### config.mk
export PLATFORM = sky130hd
export DESIGN_NAME = spi_frame_rx_flat
export DESIGN_NICKNAME = d
export VERILOG_FILES = /design/src/rtl/spi_slave_pkg.sv /design/src/rtl/spi_frame_rx_if.sv /design/src/rtl/spi_sync_edge.sv /design/src/rtl/spi_frame_rx.sv /design/src/flat_wrapper.sv
export SDC_FILE = /design/constraint.sdc
export NUM_CORES = 1
export LEC_CHECK = 0
export ABC_CLOCK_PERIOD_IN_PS = 4200
export CORE_MARGIN = 2
export CORE_UTILIZATION = 30
export DETAILED_ROUTE_END_ITERATION = 16
export GPL_TIMING_DRIVEN = 1
export RECOVER_POWER = 100
export SYNTH_ARGS = -nofsm -noshare
export SYNTH_HDL_FRONTEND = slang
export SYNTH_SLANG_ARGS = --single-unit
### constraint.sdc
create_clock -name clk -period 4.2 [get_ports clk]
set_input_delay 1.26 -clock clk [delete_from_list [all_inputs] [get_ports clk]]
set_output_delay 1.26 -clock clk [all_outputs]
set_load 0.05 [all_outputs]
### src/rtl/spi_slave_pkg.sv
// ----------------------------------------------------------------------------
// spi_slave_pkg
// Shared definitions for the SPI frame receiver: FSM state encoding, default
// header/word lengths, field widths, status bit positions and the error word
// that the control stage returns through rdata.
// ----------------------------------------------------------------------------
package spi_slave_pkg;

    typedef enum logic [1:0] {
        ST_IDLE  = 2'd0,
        ST_HDR   = 2'd1,
        ST_DATA  = 2'd2,
        ST_DRAIN = 2'd3
    } state_e;

    localparam int HDR_BITS_DEF  = 24;
    localparam int WORD_BITS_DEF = 16;
    localparam int STATUS_W      = 4;
    localparam int ADDR_W        = 20;
    localparam int WORD_W        = 16;

    // Status bit positions: WR=1 write frame, BURST=1 multi-word, TGT target select
    localparam int ST_WR    = 2;
    localparam int ST_BURST = 1;
    localparam int ST_TGT   = 0;

    localparam logic [WORD_W-1:0] ERR_WORD = 16'h4552;

    // Bit-counter width able to index the longer of header and word
    function automatic int cnt_width(input int a, input int b);
        return $clog2((a > b) ? a : b);
    endfunction

endpackage

### src/rtl/spi_frame_rx_if.sv
// ----------------------------------------------------------------------------
// spi_frame_rx_if
// Control-stage side of the SPI frame receiver.
//   rdata/err          : control stage -> receiver (read word, error pulse)
//   address_ready, data_ready, miso_start : single-clk pulses from receiver
//   status/addr/wdata  : registered frame fields from receiver
//   frame_abort        : only present when SPI_FRAME_ABORT_EN is defined
// Modports: slave = receiver, master = control stage.
// ----------------------------------------------------------------------------
interface spi_frame_rx_if;
    import spi_slave_pkg::*;

    logic [WORD_W-1:0]   rdata;
    logic                err;
    logic                address_ready;
    logic                data_ready;
    logic                miso_start;
    logic [STATUS_W-1:0] status;
    logic [ADDR_W-1:0]   addr;
    logic [WORD_W-1:0]   wdata;
`ifdef SPI_FRAME_ABORT_EN
    logic                frame_abort;
`endif

    modport slave (
        input  rdata, err,
`ifdef SPI_FRAME_ABORT_EN
        output frame_abort,
`endif
        output address_ready, data_ready, miso_start, status, addr, wdata
    );

    modport master (
        output rdata, err,
`ifdef SPI_FRAME_ABORT_EN
        input  frame_abort,
`endif
        input  address_ready, data_ready, miso_start, status, addr, wdata
    );

endinterface

### src/rtl/spi_sync_edge.sv
// ----------------------------------------------------------------------------
// spi_sync_edge
// Synchronizes one asynchronous pin into the clk domain and flags its edges.
//   clk, reset : system clock, async active-high reset
//   din        : raw asynchronous pin
//   dout       : synchronized level
//   rise, fall : single-clk edge flags of dout
// RST_VAL sets the idle level the chain holds during reset.
// ----------------------------------------------------------------------------
module spi_sync_edge #(
    parameter int   SYNC_STAGES = 2,
    parameter logic RST_VAL     = 1'b0
) (
    input  logic clk,
    input  logic reset,
    input  logic din,
    output logic dout,
    output logic rise,
    output logic fall
);

    logic [SYNC_STAGES-1:0] sync_q, sync_d;
    logic                   prev_q, prev_d;

    always_comb begin
        // Shift din in at bit 0; the cast drops the oldest sample
        sync_d = SYNC_STAGES'({sync_q, din});
        prev_d = sync_q[SYNC_STAGES-1];
    end

    always_ff @(posedge clk or posedge reset) begin
        if (reset) begin
            sync_q <= {SYNC_STAGES{RST_VAL}};
            prev_q <= RST_VAL;
        end else begin
            sync_q <= sync_d;
            prev_q <= prev_d;
        end
    end

    assign dout = sync_q[SYNC_STAGES-1];
    assign rise = dout & ~prev_q;
    assign fall = ~dout & prev_q;

endmodule

### src/rtl/spi_frame_rx.sv
// ----------------------------------------------------------------------------
// spi_frame_rx
// SPI mode-0 slave frame receiver: header (status + address) followed by one
// data word, or a burst of words while status[BURST]=1. Read frames
// (status[WR]=0) return rdata on miso, MSB first.
//   clk, reset          : system clock, async active-high reset
//   sclk, mosi, cs_n_pad: raw SPI pins (asynchronous to clk)
//   cs_n                : synchronized chip select
//   miso, miso_oe       : serial read data and its output enable
//   bus (slave)         : control-stage pulses, fields and rdata/err
// Optional feature macro: SPI_FRAME_ABORT_EN adds bus.frame_abort.
// ----------------------------------------------------------------------------
module spi_frame_rx
    import spi_slave_pkg::*;
#(
    parameter int SYNC_STAGES = 2,
    parameter int HDR_BITS    = HDR_BITS_DEF,
    parameter int WORD_BITS   = WORD_BITS_DEF
) (
    input  logic         clk,
    input  logic         reset,
    input  logic         sclk,
    input  logic         mosi,
    input  logic         cs_n_pad,
    output logic         cs_n,
    output logic         miso,
    output logic         miso_oe,
    spi_frame_rx_if.slave bus
);

    localparam int CNT_W   = cnt_width(HDR_BITS, WORD_BITS);
    localparam int FLUSH_W = $clog2(SYNC_STAGES + 1);

    logic sclk_rise, sclk_fall, mosi_s, cs_n_s, cs_rise, cs_fall;
    logic sclk_lvl_unused, mosi_rise_unused, mosi_fall_unused, unused_err;

    spi_sync_edge #(.SYNC_STAGES(SYNC_STAGES), .RST_VAL(1'b0)) u_sync_sclk (
        .clk(clk), .reset(reset), .din(sclk),
        .dout(sclk_lvl_unused), .rise(sclk_rise), .fall(sclk_fall));
    spi_sync_edge #(.SYNC_STAGES(SYNC_STAGES), .RST_VAL(1'b0)) u_sync_mosi (
        .clk(clk), .reset(reset), .din(mosi),
        .dout(mosi_s), .rise(mosi_rise_unused), .fall(mosi_fall_unused));
    spi_sync_edge #(.SYNC_STAGES(SYNC_STAGES), .RST_VAL(1'b1)) u_sync_cs (
        .clk(clk), .reset(reset), .din(cs_n_pad),
        .dout(cs_n_s), .rise(cs_rise), .fall(cs_fall));

    // err is informational; error data arrives through rdata
    assign unused_err = bus.err;

    state_e                state_q, state_d;
    logic [CNT_W-1:0]      bit_cnt_q, bit_cnt_d;
    logic [HDR_BITS-2:0]   hdr_sh_q, hdr_sh_d;
    logic [WORD_BITS-2:0]  word_sh_q, word_sh_d;
    logic [WORD_W-1:0]     miso_sh_q, miso_sh_d;
    logic                  load_pend_q, load_pend_d;
    logic [STATUS_W-1:0]   status_q, status_d;
    logic [ADDR_W-1:0]     addr_q, addr_d;
    logic [WORD_W-1:0]     wdata_q, wdata_d;
    logic                  address_ready_q, address_ready_d;
    logic                  data_ready_q, data_ready_d;
    logic                  miso_start_q, miso_start_d;
    logic [FLUSH_W-1:0]    flush_q, flush_d;
    logic                  armed_q, armed_d;
`ifdef SPI_FRAME_ABORT_EN
    logic                  frame_abort_q, frame_abort_d;
`endif

    logic [HDR_BITS-1:0]   hdr_full;
    logic [WORD_BITS-1:0]  word_full;
    logic                  flush_done;

    // Shifter contents including the bit arriving on this rise
    assign hdr_full   = {hdr_sh_q, mosi_s};
    assign word_full  = {word_sh_q, mosi_s};
    assign flush_done = (flush_q == FLUSH_W'(SYNC_STAGES));

    always_comb begin
        state_d         = state_q;
        bit_cnt_d       = bit_cnt_q;
        hdr_sh_d        = hdr_sh_q;
        word_sh_d       = word_sh_q;
        miso_sh_d       = miso_sh_q;
        load_pend_d     = load_pend_q;
        status_d        = status_q;
        addr_d          = addr_q;
        wdata_d         = wdata_q;
        address_ready_d = 1'b0;
        data_ready_d    = 1'b0;
        miso_start_d    = 1'b0;
`ifdef SPI_FRAME_ABORT_EN
        frame_abort_d   = 1'b0;
`endif
        // After reset the synchronizer holds cs_n=1 regardless of the pin, so a
        // frame may only start once the flushed chain has shown cs_n high.
        flush_d = flush_done ? flush_q : flush_q + FLUSH_W'(1);
        armed_d = armed_q | (flush_done & cs_n_s);

        case (state_q)
            ST_IDLE: begin
                if (armed_q && cs_fall) begin
                    state_d   = ST_HDR;
                    bit_cnt_d = '0;
                end
            end
            ST_HDR: begin
                if (sclk_rise) begin
                    hdr_sh_d = hdr_full[HDR_BITS-2:0];
                    if (bit_cnt_q == CNT_W'(HDR_BITS - 1)) begin
                        bit_cnt_d       = '0;
                        status_d        = hdr_full[HDR_BITS-1 -: STATUS_W];
                        addr_d          = hdr_full[ADDR_W-1:0];
                        address_ready_d = 1'b1;
                        load_pend_d     = ~hdr_full[HDR_BITS-STATUS_W+ST_WR];
                        state_d         = ST_DATA;
                    end else begin
                        bit_cnt_d = bit_cnt_q + CNT_W'(1);
                    end
                end
            end
            ST_DATA: begin
                if (sclk_rise) begin
                    word_sh_d = word_full[WORD_BITS-2:0];
                    if (bit_cnt_q == CNT_W'(WORD_BITS - 1)) begin
                        bit_cnt_d    = '0;
                        data_ready_d = 1'b1;
                        if (status_q[ST_WR])
                            wdata_d = WORD_W'(word_full);
                        if (status_q[ST_BURST])
                            load_pend_d = ~status_q[ST_WR];
                        else
                            state_d = ST_DRAIN;
                    end else begin
                        bit_cnt_d = bit_cnt_q + CNT_W'(1);
                    end
                end
                // Rise and fall are never detected in the same clk
                if (sclk_fall) begin
                    if (load_pend_q) begin
                        miso_sh_d    = bus.rdata;
                        miso_start_d = 1'b1;
                        load_pend_d  = 1'b0;
                    end else begin
                        miso_sh_d = {miso_sh_q[WORD_W-2:0], 1'b0};
                    end
                end
            end
            ST_DRAIN: begin
                if (sclk_fall)
                    miso_sh_d = {miso_sh_q[WORD_W-2:0], 1'b0};
            end
        endcase

        // Chip-select release ends the frame from any state, discarding any
        // partial word and suppressing pulses.
        if (cs_rise) begin
`ifdef SPI_FRAME_ABORT_EN
            frame_abort_d   = ((state_q == ST_HDR) || (state_q == ST_DATA)) &&
                              (bit_cnt_q != '0);
`endif
            state_d         = ST_IDLE;
            bit_cnt_d       = '0;
            load_pend_d     = 1'b0;
            miso_sh_d       = '0;
            address_ready_d = 1'b0;
            data_ready_d    = 1'b0;
            miso_start_d    = 1'b0;
        end
    end

    always_ff @(posedge clk or posedge reset) begin
        if (reset) begin
            state_q         <= ST_IDLE;
            bit_cnt_q       <= '0;
            hdr_sh_q        <= '0;
            word_sh_q       <= '0;
            miso_sh_q       <= '0;
            load_pend_q     <= 1'b0;
            status_q        <= '0;
            addr_q          <= '0;
            wdata_q         <= '0;
            address_ready_q <= 1'b0;
            data_ready_q    <= 1'b0;
            miso_start_q    <= 1'b0;
            flush_q         <= '0;
            armed_q         <= 1'b0;
`ifdef SPI_FRAME_ABORT_EN
            frame_abort_q   <= 1'b0;
`endif
        end else begin
            state_q         <= state_d;
            bit_cnt_q       <= bit_cnt_d;
            hdr_sh_q        <= hdr_sh_d;
            word_sh_q       <= word_sh_d;
            miso_sh_q       <= miso_sh_d;
            load_pend_q     <= load_pend_d;
            status_q        <= status_d;
            addr_q          <= addr_d;
            wdata_q         <= wdata_d;
            address_ready_q <= address_ready_d;
            data_ready_q    <= data_ready_d;
            miso_start_q    <= miso_start_d;
            flush_q         <= flush_d;
            armed_q         <= armed_d;
`ifdef SPI_FRAME_ABORT_EN
            frame_abort_q   <= frame_abort_d;
`endif
        end
    end

    assign cs_n    = cs_n_s;
    assign miso    = miso_sh_q[WORD_W-1];
    assign miso_oe = ~cs_n_s & ~status_q[ST_WR] &
                     ((state_q == ST_DATA) || (state_q == ST_DRAIN));

    assign bus.address_ready = address_ready_q;
    assign bus.data_ready    = data_ready_q;
    assign bus.miso_start    = miso_start_q;
    assign bus.status        = status_q;
    assign bus.addr          = addr_q;
    assign bus.wdata         = wdata_q;
`ifdef SPI_FRAME_ABORT_EN
    assign bus.frame_abort   = frame_abort_q;
`endif

endmodule

### src/flat_wrapper.sv
// flat-port wrapper written by rule: the top's interface ports become plain ports
module spi_frame_rx_flat import spi_slave_pkg::*;
#(
    parameter int SYNC_STAGES = 2,
    parameter int HDR_BITS    = HDR_BITS_DEF,
    parameter int WORD_BITS   = WORD_BITS_DEF
)
  (clk, reset, sclk, mosi, cs_n_pad, cs_n, miso, miso_oe, bus_rdata, bus_err, bus_address_ready, bus_data_ready, bus_miso_start, bus_status, bus_addr, bus_wdata);
  spi_frame_rx_if bus_i ();
  input  logic clk;
  input  logic reset;
  input  logic sclk;
  input  logic mosi;
  input  logic cs_n_pad;
  output logic cs_n;
  output logic miso;
  output logic miso_oe;
  input wire logic [$bits(bus_i.rdata)-1:0] bus_rdata;
  input wire logic [$bits(bus_i.err)-1:0] bus_err;
  output wire logic [$bits(bus_i.address_ready)-1:0] bus_address_ready;
  output wire logic [$bits(bus_i.data_ready)-1:0] bus_data_ready;
  output wire logic [$bits(bus_i.miso_start)-1:0] bus_miso_start;
  output wire logic [$bits(bus_i.status)-1:0] bus_status;
  output wire logic [$bits(bus_i.addr)-1:0] bus_addr;
  output wire logic [$bits(bus_i.wdata)-1:0] bus_wdata;
  assign bus_i.rdata = bus_rdata;
  assign bus_i.err = bus_err;
  assign bus_address_ready = bus_i.address_ready;
  assign bus_data_ready = bus_i.data_ready;
  assign bus_miso_start = bus_i.miso_start;
  assign bus_status = bus_i.status;
  assign bus_addr = bus_i.addr;
  assign bus_wdata = bus_i.wdata;
  spi_frame_rx #(.SYNC_STAGES(SYNC_STAGES), .HDR_BITS(HDR_BITS), .WORD_BITS(WORD_BITS)) u_core (.clk(clk), .reset(reset), .sclk(sclk), .mosi(mosi), .cs_n_pad(cs_n_pad), .cs_n(cs_n), .miso(miso), .miso_oe(miso_oe), .bus(bus_i));
endmodule
### Word-level counts from Yosys, hierarchy flattened

Cells that the tools add are included.

* ROM bits: 0
* bits in registers: 116
* memories: 0
* bits of input ports: 22
* bits in writable memories: 0
* logic and storage cells: 104
* bits in latches: 0

* $mul: 0
* bitwise operators: 14
* equality and inequality tests: 14
* multiplexer cells: 41
* reduce and logical (&&, ||, !) cells: 14
* add/sub/neg operators: 2
* shift operators: 0
* divide/modulo/power cells: 0
* $lt $le $gt $ge: 0

Operator list (number)
* $mux W16: 4
* $pmux W16 S2: 1
* $mux W5: 6
* $ne A3 B1 Y1 const B: 7
* $mux W1: 20
* $pmux W5 S3: 1
* $mux W2: 7
* $reduce_and A3 Y1: 3
* $reduce_and A4 Y1: 2
* $and A1 B1 Y1: 7
* $reduce_and A7 Y1: 1
* $eq A2 B2 Y1 const B: 3
* $not A1 Y1: 6
* $pmux W2 S3: 1
* $reduce_bool A3 Y1: 2
* $add A5 B1 Y5 const B: 1
* $eq A5 B4 Y1 const B: 1
* $eq A5 B5 Y1 const B: 1
* $reduce_and A2 Y1: 2
* $reduce_bool A4 Y1: 1
* $ne A3 B2 Y1 const B: 1
* $add A2 B1 Y2 const B: 1
* $eq A2 B1 Y1 const B: 1
* $logic_not A2 Y1: 1
* other kinds (4): 4

### Depth between registers and ports, before layout

* depth in word-level cells: 8
* mapped depth: 8

### Modules after synthesis

A second synthesis with hierarchy kept.

* cells, all modules: 352
* area total of the unflattened synthesis: 4872.2 um^2

Modules (own cells, without submodules)
* spi_frame_rx: times used 1, area an instance 4586.9 um^2, cells each 334
* spi_sync_edge at u_core.u_sync_mosi ...: times used 2, area an instance 93.8 um^2, cells each 6
* spi_sync_edge at u_core.u_sync_cs: times used 1, area an instance 97.6 um^2, cells each 6

### Least setup slack after synthesis

OpenSTA, ideal clock, no wires.

* path type: register -> output
* start point: register u_core.state_q[0]
* end point: output miso_oe
* arrival time: 1.885 ns
* setup slack: 1.055 ns
* cell stages (with the launch flop): 6
* required time: 2.940 ns
* path through: dfrtp_1 > inv_1 > ha_1 > buf_6 > nor2_1 > nor3_1

* cells in the longest elaborated chain, start to end: 3
* elaborated cells between the ends (all ways): 4
* classes of those cells: eq/ne (2); bitwise (1); reduce/logical (1)

Ends and longest elaborated chain
* from (decl): line spi_frame_rx.sv:50 `state_e state_q, state_d;`
* from (signal assigned): line spi_frame_rx.sv:190 `state_q <= state_d;`
* $eq A2 B2 Y1: line spi_frame_rx.sv:213 `((state_q == ST_DATA) || (state_q == ST_DRAIN));`
* $logic_or A1 B1 Y1 *: line spi_frame_rx.sv:213
* $and A1 B1 Y1 *: line spi_frame_rx.sv:212 `assign miso_oe = ~cs_n_s & ~status_q[ST_WR] &`
* to (decl): line flat_wrapper.sv:17 `output logic miso_oe;`

Every way passes the cells marked *; elsewhere a longest branch is shown, timed or not.

### Worst setup path after layout

Same ends and word-level chain as after synthesis.

==> impl_metrics.tcl <==
set metrics [dict create \
    synth_edf_count 0 \
    fin_crit_sh_pct 90.7 \
    ctsHoldBuffers 0 \
    grt_pass1_wl_mm 16.2 \
    cp_max_fo 9 \
    setup_viol 0 \
    clock_sink_count 116 \
    die_x_um 132 \
    wire_per_inst_um 14.4 \
    power.leakage_nw 3.04 \
    critPathArrivalTime_ns 2.55 \
    end_kind "output port" \
    portBuffers 66 \
    initial_core_util_pct 30.7 \
    grt_pass1_vias 3046 \
    die_y_um 132 \
    tns_ns 0 \
    io_pins 68 \
    ys_types 48 \
    ys_seq_area_share_pct 59.5 \
    via_count 2922 \
    slowest_delay_ns 0.93 \
    ys_ff_latch 116 \
    antenna_found_initial 0 \
    async_flop_share_pct 100 \
    die-area_sq_um 17300 \
    grt_overflow 0 \
    slew-limit-headroom_pct -20.3 \
    grt_max_degree 87 \
    final_cells 640 \
    status "finished, violations left" \
    slew_violations 32 \
    antenna_cells 0 \
    track_usage_pct 11.9 \
    synth.largest_area_cell "dfrtp_1" \
    firstDrtPassIters 4 \
    syn2layout_area_growth_pct 28.7 \
    drc 0 \
    clock_path_buffers 2 \
    ant_nets 0 \
    worstSetupPathType "reg2out" \
    place_inst 608 \
    rows 46 \
    ctsResizeCount 0 \
    clock.fmax_ghz 0.263 \
    htreeDepth 4 \
    wirelength_mm 9.20 \
    post-cts-setup-buffer-count 0 \
    synth_top_area_share_pct 57.9 \
    cts-root-buf "clkbuf_16" \
    numCtsBuffers 17 \
    ys_top_cells_by_area "dfrtp_1 (58%), mux2_2 (16%), mux2i_1 (3.3%)" \
    hold_violations 0 \
    synth_fp_nets 368 \
    gp_congestion 0.771 \
    syn_inst 338 \
    drtIter0Drc 99 \
    ir_worst_vdd_mv 0.258 \
    yosys_most_used_dff "dfrtp_1" \
    rsz0062_at_grt "false" \
    hpwl_mm 5.91 \
    power_density_nw_per_um2 544 \
    worstMarginPinSlew_ns 1.80 \
    worstPathRequired_ns 2.94 \
    violations "capacitance limit, slew limit" \
    cts_tree "built" \
    pre_cts_ws_ns 0.820 \
    crit_slowest_cell "dlygate4sd3_1" \
    core_area_sq_um 15900 \
    vias_per_cell 4.57 \
    clk_latency_ns 0.41 \
    path_cells "inv_1 > ha_1 > nor2_1 > nor3_1 > dlygate4sd3_1" \
    synth_warnings 0 \
    syn_avg_cell_area_sq_um 14.4 \
    num-nets-final 441 \
    hold_class "reg2reg" \
    syn_area_sq_um 4880 \
    finClkSkew_ns 0.0122 \
    min_period_ns 3.81 \
    critPathLaunchType "flop" \
    clk_transition_reported_paths_ns 0.05 \
    drive_gt1_share_pct 25.9 \
    drv_cap 1 \
    fin_ws_ns 0.391 \
]
==> metrics by stage <==
| stage | hold WS, ns | cell area [sq um] | util, % | power, mW |
|---|---|---|---|---|
| finish | 0.351 | 6280 | 39.6 | 3.42 |
| global route | 0.365 | 6280 | 39.6 | 3.61 |
| CTS | 0.354 | 6400 | 40.3 | 3.52 |
| detailed placement | 0.342 | 5750 | 36.2 | 1.95 |
| global placement | 0.334 | 5750 | 36.2 | 1.93 |
| floorplan | 0.331 | 4890 | - | 1.82 |
==> sequential cells by signal (all words and copies together) (netlist names) <==
name and cells:
u_core.word_sh_q 15, u_core.bus.addr 20, u_core.armed_q 1, u_core.load_pend_q 1, u_core.bus.status 4, u_core.u_sync_mosi.sync_q 2, u_core.flush_q 2, u_core.u_sync_sclk.prev_q 1
u_core.state_q 2, u_core.bus.wdata 16, u_core.u_sync_cs.prev_q 1, u_core.miso_sh_q 16, u_core.u_sync_sclk.sync_q 2, u_core.bus.data_ready 1, u_core.u_sync_cs.sync_q 2, u_core.bus.miso_start 1
u_core.hdr_sh_q 23, u_core.bus.address_ready 1, u_core.bit_cnt_q 5
==> synthesized netlist by cell type (2+ instances only) <==
cell / n
a211oi_1: 13
a211oi_2: 3
a21oi_1: 2
buf_2: 6
buf_6: 5
clkbuf_1: 4
dfrtp_1: 113
dfstp_2: 3
ha_1: 8
inv_1: 6
mux2_2: 68
mux2_4: 10
mux2i_1: 16
nand2_1: 6
nand2b_1: 3
nand3_1: 6
nand3_2: 2
nand3b_1: 3
nor2_1: 20
nor2_2: 2
nor3_1: 5
nor3b_1: 2
o211ai_1: 2
o21ai_0: 3
o22ai_1: 2
o2bb2ai_1: 3
==> cells in the final DEF (no fill, tap or decap), types with 2 or more instances in the layout <==
cell type and count:
nand3_1 7, clkbuf_16 17, nor3_1 5, nor3b_1 2, mux2i_1 16, clkinv_2 2, mux2_2 68, clkdlybuf4s50_1 16
clkinvlp_4 4, clkinv_4 2, nand3b_1 4, a21oi_1 2, inv_1 5, nand2_1 7, dlygate4sd3_1 50, o22ai_1 2
dfrtp_1 113, nor2_1 22, bufinv_16 4, clkbuf_8 3, mux2_1 10, o21ai_0 3, ha_1 8, o211ai_1 2
a211oi_1 15, dfstp_2 2, nand2b_1 3, o2bb2ai_1 3
==> power breakdown <==
part	switching [mW]	leakage (nW)	internal (mW)
clock network	0.505	0.304	1.04
logic	0.327	1.16	0.247
registers	0.0724	1.57	1.23
total	0.905	3.04	2.52
==> path summary, 6_finish.rpt <==
kind	start	to	slack, ns	cells past startpoint
max	u_core.state_q[0]	miso_oe	0.39	5
min	u_core.u_sync_sclk.sync_q[0]	u_core.u_sync_sclk.sync_q[1]	0.35	0
min in group asynchronous	reset	u_core.bus.wdata[1]	1.60	2
max reg2reg	u_core.state_q[1]	u_core.bus.addr[7]	1.06	6
max in group asynchronous	reset	u_core.miso_sh_q[4]	0.79	3
min reg2reg	u_core.u_sync_sclk.sync_q[0]	u_core.u_sync_sclk.sync_q[1]	0.35	0
==> routing by layer <==
metal	wire, um	global-route usage [%]	up-vias
met5	0	0	-
met3	514	5.02	7
met2	4210	17.2	72
met1	4360	15.3	1468
met4	112	5.92	0
li1	-	-	1375
==> area by class of cell <==
class	instances	area, sq um
clock inverter	12	178
clock buffer	20	467
sequential	116	2910
fill	1546	9600
timing repair buffer	69	681
multi-input combinational	201	1760
inverter	6	23.8
tap	216	270
==> critical path, delay by kind of cell, from the launching register on <==
kind	cells	cell delay, ns
adders and majority gates	1	0.35
buffers and inverters	2	1.05
DFF	1	0.42
and+or+nand+nor	2	0.32
==> cell families after synthesis <==
logic type                 count (synthesis)  share of synthesized area [%]
AOI/OAI and AO/OA                         37                           6.28
xor gates and xnor gates                   2                          0.359
adders and majority gates                  8                           2.05
buffers and inverters                     21                           2.54
DFF                                      116                           59.5
muxes                                     94                           22.0
and+or+nand+nor                           60                           7.23
No activity file was read; power rests on OpenSTA's default activity.
